`config.mk`:
```
export PLATFORM = sky130hd
export DESIGN_NAME = debug_dump_ctrl
export DESIGN_NICKNAME = d
export VERILOG_FILES = /design/src/rtl/debug_dump_ctrl.sv
export SDC_FILE = /design/constraint.sdc
export NUM_CORES = 1
export LEC_CHECK = 0
export BUFFER_PORTS_ARGS = -buffer_cell sky130_fd_sc_hd__buf_2
export CAP_MARGIN = 20
export CORE_MARGIN = 2
export CORE_UTILIZATION = 54
export CTS_CLUSTER_SIZE = 25
export DETAILED_ROUTE_END_ITERATION = 6
export PLACE_DENSITY_LB_ADDON = 0.2
export SYNTH_ARGS = -nofsm -noshare
export SYNTH_HDL_FRONTEND = slang
export SYNTH_SLANG_ARGS = --single-unit
```
`constraint.sdc`:
```
create_clock -name clk -period 5.1 [get_ports clk]
set_input_delay 0.255 -clock clk [delete_from_list [all_inputs] [get_ports clk]]
set_output_delay 0.255 -clock clk [all_outputs]
set_load 0.05 [all_outputs]
```
`src/rtl/debug_dump_ctrl.sv`:
```
// Host-side dump controller for the RV32 debug port: optionally single-steps the
// frozen core, then sweeps every debug address and streams each word out.
module debug_dump_ctrl #(
  parameter int NUM_WORDS     = 64,
  parameter int SETTLE_CYCLES = 2,
  parameter int STEP_CYCLES   = 4
) (
  input  logic        clk,
  input  logic        rst,
  input  logic        freeze,
  input  logic        start,
  input  logic        step_req,
  output logic        debug_en,
  output logic        debug_step,
  output logic [6:0]  debug_addr,
  input  logic [31:0] debug_data,
  output logic [31:0] out_data,
  output logic [6:0]  out_addr,
  output logic        out_valid,
  input  logic        out_ready,
  output logic        busy,
  output logic        done
);

  typedef enum logic [2:0] {
    IDLE    = 3'd0,
    STEP_HI = 3'd1,
    STEP_LO = 3'd2,
    SETTLE  = 3'd3,
    SEND    = 3'd4,
    FIN     = 3'd5
  } state_t;

  localparam logic [6:0]  LAST_ADDR   = 7'(NUM_WORDS - 1);
  localparam logic [15:0] STEP_LAST   = 16'(STEP_CYCLES - 1);
  localparam logic [15:0] SETTLE_LAST = 16'(SETTLE_CYCLES - 1);

  state_t      state_q, state_d;
  logic [15:0] cnt_q, cnt_d;
  logic [6:0]  debug_addr_q, debug_addr_d;
  logic [31:0] out_data_q, out_data_d;
  logic [6:0]  out_addr_q, out_addr_d;
  logic        out_valid_q, out_valid_d;
  logic        debug_en_q, debug_en_d;

  always_ff @(posedge clk) begin
    if (rst) begin
      state_q      <= IDLE;
      cnt_q        <= '0;
      debug_addr_q <= '0;
      out_data_q   <= '0;
      out_addr_q   <= '0;
      out_valid_q  <= 1'b0;
      debug_en_q   <= 1'b0;
    end else begin
      state_q      <= state_d;
      cnt_q        <= cnt_d;
      debug_addr_q <= debug_addr_d;
      out_data_q   <= out_data_d;
      out_addr_q   <= out_addr_d;
      out_valid_q  <= out_valid_d;
      debug_en_q   <= debug_en_d;
    end
  end

  always_comb begin
    state_d      = state_q;
    cnt_d        = cnt_q;
    debug_addr_d = debug_addr_q;
    out_data_d   = out_data_q;
    out_addr_d   = out_addr_q;
    out_valid_d  = out_valid_q;
    debug_en_d   = freeze;

    case (state_q)
      IDLE: begin
        // A step is only meaningful while the core is already in debug-clock mode.
        if (start) begin
          debug_addr_d = '0;
          cnt_d        = '0;
          state_d      = (step_req && debug_en_q) ? STEP_HI : SETTLE;
        end
      end
      STEP_HI: begin
        if (cnt_q == STEP_LAST) begin
          cnt_d   = '0;
          state_d = STEP_LO;
        end else begin
          cnt_d = cnt_q + 16'd1;
        end
      end
      STEP_LO: begin
        if (cnt_q == STEP_LAST) begin
          cnt_d   = '0;
          state_d = SETTLE;
        end else begin
          cnt_d = cnt_q + 16'd1;
        end
      end
      SETTLE: begin
        if (cnt_q == SETTLE_LAST) begin
          out_data_d  = debug_data;
          out_addr_d  = debug_addr_q;
          out_valid_d = 1'b1;
          state_d     = SEND;
        end else begin
          cnt_d = cnt_q + 16'd1;
        end
      end
      SEND: begin
        if (out_valid_q && out_ready) begin
          out_valid_d = 1'b0;
          if (debug_addr_q == LAST_ADDR) begin
            state_d = FIN;
          end else begin
            debug_addr_d = debug_addr_q + 7'd1;
            cnt_d        = '0;
            state_d      = SETTLE;
          end
        end
      end
      FIN: begin
        state_d = IDLE;
      end
      default: begin
        state_d = IDLE;
      end
    endcase
  end

  assign debug_en   = debug_en_q;
  assign debug_step = (state_q == STEP_HI);
  assign debug_addr = debug_addr_q;
  assign out_data   = out_data_q;
  assign out_addr   = out_addr_q;
  assign out_valid  = out_valid_q;
  assign busy       = (state_q != IDLE);
  assign done       = (state_q == FIN);

endmodule

```
* After elaboration in Yosys (flattened, before gate mapping)
Cells that the tools add are included. W data, S select, Z words.
Cells by class: add/sub/neg operators 2, equal/unequal tests 15, mux-type cells 21, reduce and logical (&&, ||, !) cells 13
Operator list (count):
- $mux W16 | 5
- $pmux W16 S4 | 1
- $mux W7 | 3
- $mux W3 | 6
- $add A16 B1 Y16 const B | 1
- $eq A16 B1 Y1 const B | 1
- $eq A16 B2 Y1 const B | 1
- $pmux W3 S5 | 1
- $pmux W7 S2 | 1
- $ne A2 B2 Y1 const B | 6
- $reduce_and A5 Y1 | 2
- $add A7 B1 Y7 const B | 1
- $eq A7 B6 Y1 const B | 1
- $eq A3 B2 Y1 const B | 2
- $eq A3 B3 Y1 const B | 2
- $reduce_and A4 Y1 | 1
- $reduce_bool A2 Y1 | 2
- $reduce_bool A4 Y1 | 1
- $eq A3 B1 Y1 const B | 1
- $logic_not A3 Y1 | 1
- $reduce_and A3 Y1 | 1
- $reduce_bool A3 Y1 | 1
- $logic_and A1 B1 Y1 | 2
- $mux W1 | 2
- 5 further kinds | 5
Word-level totals: register bits after elaboration 67, input port bits 38, output and inout bits 51, logic and storage cells 58

* Depth between registers and ports, before layout
depth after elaboration 4, mapped depth 9, depth with buffers taken out 6

* Worst setup path before layout
No wires, ideal clock.
path type reg-to-reg, start point reg debug_addr_q[0] (netlist: debug_addr[0]), end point reg state_q[1], setup time 0.121 ns, arrival 2.119 ns, data required time 4.979 ns, slack 2.860 ns, stages on the path, launching flop included 8, path buffers 1, clock period less this slack 2.240 ns, cell sequence dfxtp_1 ha_1 and3_1 a211oi_2 o22ai_2 buf_6 o21ai_0 mux2_2
On the way: longest elaborated chain between the ends 4
RTL lines:
- start: declaration | line 40 | logic [6:0] debug_addr_q, debug_addr_d;
- start signal: assignment | line 58 | debug_addr_q <= debug_addr_d;
- $eq A7 B6 Y1 | line 113 | if (debug_addr_q == LAST_ADDR) begin
- $mux W3 | line 113
- $mux W3 | line 111 | if (out_valid_q && out_ready) begin
- $pmux W3 S5 | line 75 | case (state_q)
- end signal: assignment | line 56 | state_q <= state_d;
- end: declaration | line 38 | state_t state_q, state_d;
No other way between the ends. The select of a mux whose other input is x is not followed. A chain may end at the register's enable or synchronous reset.

* Worst setup path in the final report
start point reg cnt_q[12], end point reg state_q[1]
On the way: longest elaborated chain between the ends 3, elaborated cells on any way between the ends 6, classes of those cells eq/ne: 5; reduce/logical: 1
RTL lines:
- start: declaration | line 39 | logic [15:0] cnt_q, cnt_d;
- start signal: assignment | line 57 | cnt_q <= cnt_d;
- $eq A16 B1 Y1 / $eq A16 B2 Y1 (equally long branches) | line 101, 85, 93
- $ne A2 B2 Y1 (no line) / $ne A2 B1 Y1 (equally long branches)
- $reduce_and A5 Y1 (no line) *
Every way passes the cells marked *; elsewhere a longest branch is shown, timed or not.

==> impl_metrics.toml <==
[placement]
gp_congestion = 0.878
port_buffers = 88
placed_cells_incl_taps = 492
placed_cell_area_mm2 = 0.00330
hpwl_mm = 4.44
pre_cts_ws_ns = 2.46

[worst_setup_path]
worstRegToRegCells = 5
reg2reg_from = "cnt_q[12]$_SDFFE_PP0P_"
path_buf_inv = 0
critPathTopFamily = "compound AO/OA/AOI/OAI gates"
critPathKind = "reg -> reg"
start_kind = "register"
crit_arrival_ns = 2.94
crit_path_max_fanout = 34
path_cells = "nor4_1 > nand4_1 > o22ai_2 > o21ai_0 > mux2_2"
critPathMaxStageDelay_ns = 0.93
critPathSlowestCell = "o22ai_2"
cp-end-kind = "register"
r2r-end = "state_q[1]$_SDFFE_PP0P_"
crit_required_ns = 5.33
r2r_slack_ns = 2.39

[power]
seq_power_share_pct = 41.2
cellPowerDensity_mw_per_mm2 = 394
total_power_mw = 1.39
internal_power_mw = 0.942
clockPowerShare_pct = 35.8
p_sw_share_pct = 32.3
netSwitchingPower_mw = 0.450
p_comb_share_pct = 23.0
leakage_nw = 1.39
vdd_ir_drop_max_mv = 0.256

[detailed_routing]
drt-initial-drc-count = 197
wl_per_cell_um = 13.3
routed_wl_mm = 6.73
vias = 2799
vias_per_cell = 5.51
drc = 0
ant_nets = 0
dr.pass1.iters = 4

[global_route]
gr-max-usage-layer = "met2"
use_met3_pct = 8.47
grt-ovfl-total = 0
antenna_found_initial = 0
grt_use_met1_pct = 26.9
grt_pass1_vias = 2648
grt_pass1_wl_mm = 11.2
grt_max_degree = 54
grt_usage_pct = 23.4
grt_use_met2_pct = 39.3

[timing]
setup_viol = 0
whs_ns = 0.141
rsz0062_at_grt = "false"
skew_ns = 0.00626
setup_ws_ns = 2.39
report.final.hold_viol_count = 0
maxSlewHeadroom_pct = 29.1
max_freq_mhz = 369
period_needed_ns = 2.71
report.final.slew_viol_count = 0
worst_pin_slew_ns = 1.06
tns_ns = 0
finalCritPeriodShare_pct = 53.1

[floorplan]
start_util_pct = 56.1
die_h_um = 76.8
die_x_um = 76.8
core.rowCount = 26
dieArea_mm2 = 0.00590
io_pins = 89
fp.coreArea_mm2 = 0.00511

[logic_synthesis]
syn_area_per_cell_um2 = 8.09
ys_warn_count = 0
synth_top_area_cell = "dfxtp_1"
synth-seq-cells = 67
synth_top_cell_area_share_pct = 46.8
synth_async_sr_flop_share_pct = 0
syn_area_mm2 = 0.00287
synth_nets = 395
synth_edf_count = 0
seq_area_frac_synth_pct = 46.8
synth_cell_type_count = 47
synthFlopType = "dfxtp_1"
syn_inst = 354
synthTopCellsByArea = "dfxtp_1 47%, nand2_1 12%, a21oi_1 10%"

[clock_tree]
ctsResizeCount = 0
tritoncts = "built"
cts.htree.levels = 3
cts_setup_buffers = 0
cts_root_buf = "clkbuf_8"
cts_buffers = 9
clockBufferDepth = 2
path_clk_slew_ns = 0.07
ctsHoldBuffers = 0
worstSkewPairLatency_ns = 0.34
clock-sinks = 67

[worst_hold_path]
hold_class = "in -> reg"
min-delay-start = "debug_data[12]"
min_path_cells = 3
whs_endpoint = "out_data[12]$_SDFFE_PP0P_"

[finish]
final_util_pct = 69.1
drive_gt1_share_pct = 26.3
stdcell_area_mm2 = 0.00353
finalNonFillerCells = 508
syn2layout_area_growth_pct = 23.2
diodes = 0
finalNetCount = 474

[outcome]
status = "finished clean"

[run]
max-cap-violations = 0
[layout by cell type, fill, tap and decap left out, drive strengths merged, types with 2 or more instances in the layout]
| cell | synthesis | routed |
|---|---|---|
| clkinv | 1 | 2 |
| nor3 | 2 | 2 |
| or3 | 9 | 9 |
| ha | 3 | 3 |
| xnor2 | 5 | 5 |
| and3b | 2 | 2 |
| nor2b | 2 | 2 |
| a2111oi | 2 | 2 |
| o21ai | 8 | 8 |
| o31ai | 7 | 7 |
| bufinv | 0 | 2 |
| nand2 | 90 | 90 |
| nor4 | 3 | 3 |
| buf | 6 | 89 |
| o22ai | 2 | 2 |
| or2 | 4 | 4 |
| o211ai | 2 | 2 |
| a211oi | 4 | 4 |
| nand3 | 7 | 7 |
| nand4 | 8 | 8 |
| dfxtp | 67 | 67 |
| nor2 | 12 | 12 |
| clkbuf | 15 | 12 |
| or4 | 9 | 9 |
| and3 | 2 | 2 |
| a21oi | 59 | 59 |
| a211o | 2 | 2 |
| inv | 6 | 6 |
[how the worst max path moves through the flow]
stage,startpoint,end,slack (ns),depth (start not counted)
final,cnt_q[12]$_SDFFE_PP0P_,state_q[1]$_SDFFE_PP0P_,2.39,5
after global routing,cnt_q[12]$_SDFFE_PP0P_,state_q[1]$_SDFFE_PP0P_,2.15,5
after CTS,cnt_q[12]$_SDFFE_PP0P_,state_q[1]$_SDFFE_PP0P_,2.41,5
after detailed placement,cnt_q[12]$_SDFFE_PP0P_,state_q[1]$_SDFFE_PP0P_,2.46,5
after global placement,cnt_q[12]$_SDFFE_PP0P_,state_q[1]$_SDFFE_PP0P_,2.52,5
after floorplan,debug_addr[0]$_SDFFE_PP0P_,state_q[1]$_SDFFE_PP0P_,2.86,7
[cells in the mapped netlist (2+ instances only)]
cell and n:
a2111oi_0 2, a211o_1 2, a211oi_1 3, a21oi_1 59, and3_1 2, and3b_1 2
buf_2 2, buf_6 2, clkbuf_1 15, dfxtp_1 67, ha_1 3, inv_1 6
nand2_1 90, nand3_1 7, nand4_1 8, nor2_1 12, nor2b_1 2, nor3_1 2
nor4_1 3, o211ai_1 2, o21ai_0 8, o31ai_1 7, or2_2 4, or3_1 9
or4_1 9, xnor2_1 5
[cell families after synthesis]
kind of cell / count (synthesis) / synth area share (%)
adder cells (fa/ha/maj): 3 / 1.31
AO/OA/AOI/OAI: 95 / 20.0
AND/OR/NAND/NOR: 154 / 25.2
XOR/XNOR: 5 / 1.53
flip-flops: 67 / 46.8
multiplexers: 2 / 0.742
buffers and inverters: 28 / 4.41
[sequential cells by signal (all words and copies together), names as in the netlist]
register,cells
out_data,32
debug_addr,7
cnt_q,16
debug_en,1
out_addr,7
state_q,3
out_valid,1
[cell type report]
cell class / instances / area, um^2
Tap cell: 70 / 87.6
Inverter: 7 / 26.3
Sequential cell: 67 / 1340
Fill cell: 422 / 1580
Timing Repair Buffer: 89 / 448
Clock inverter: 4 / 72.6
Clock buffer: 12 / 155
Multi-Input combinational cell: 259 / 1400
[routing by layer]
layer,up-vias,wire length (um)
met5,-,0
met4,0,101
met3,9,535
met2,96,3150
met1,1292,2950
li1,1402,-
[power by group through the flow]
stage / registers [mW] / logic, mW / clock network (mW)
global route: 0.578 / 0.353 / 0.524
global placement: 0.582 / 0.314 / 0
CTS: 0.573 / 0.319 / 0.508
floorplan: 0.591 / 0.264 / 0
finish: 0.573 / 0.321 / 0.499
detailed placement: 0.585 / 0.317 / 0
[worst min-delay path, stage by stage]
cell	delay, ns
buf_2	0.09
nand2_1	0.04
a21oi_1	0.05
Note: power is estimated with default switching activity, not from simulation.
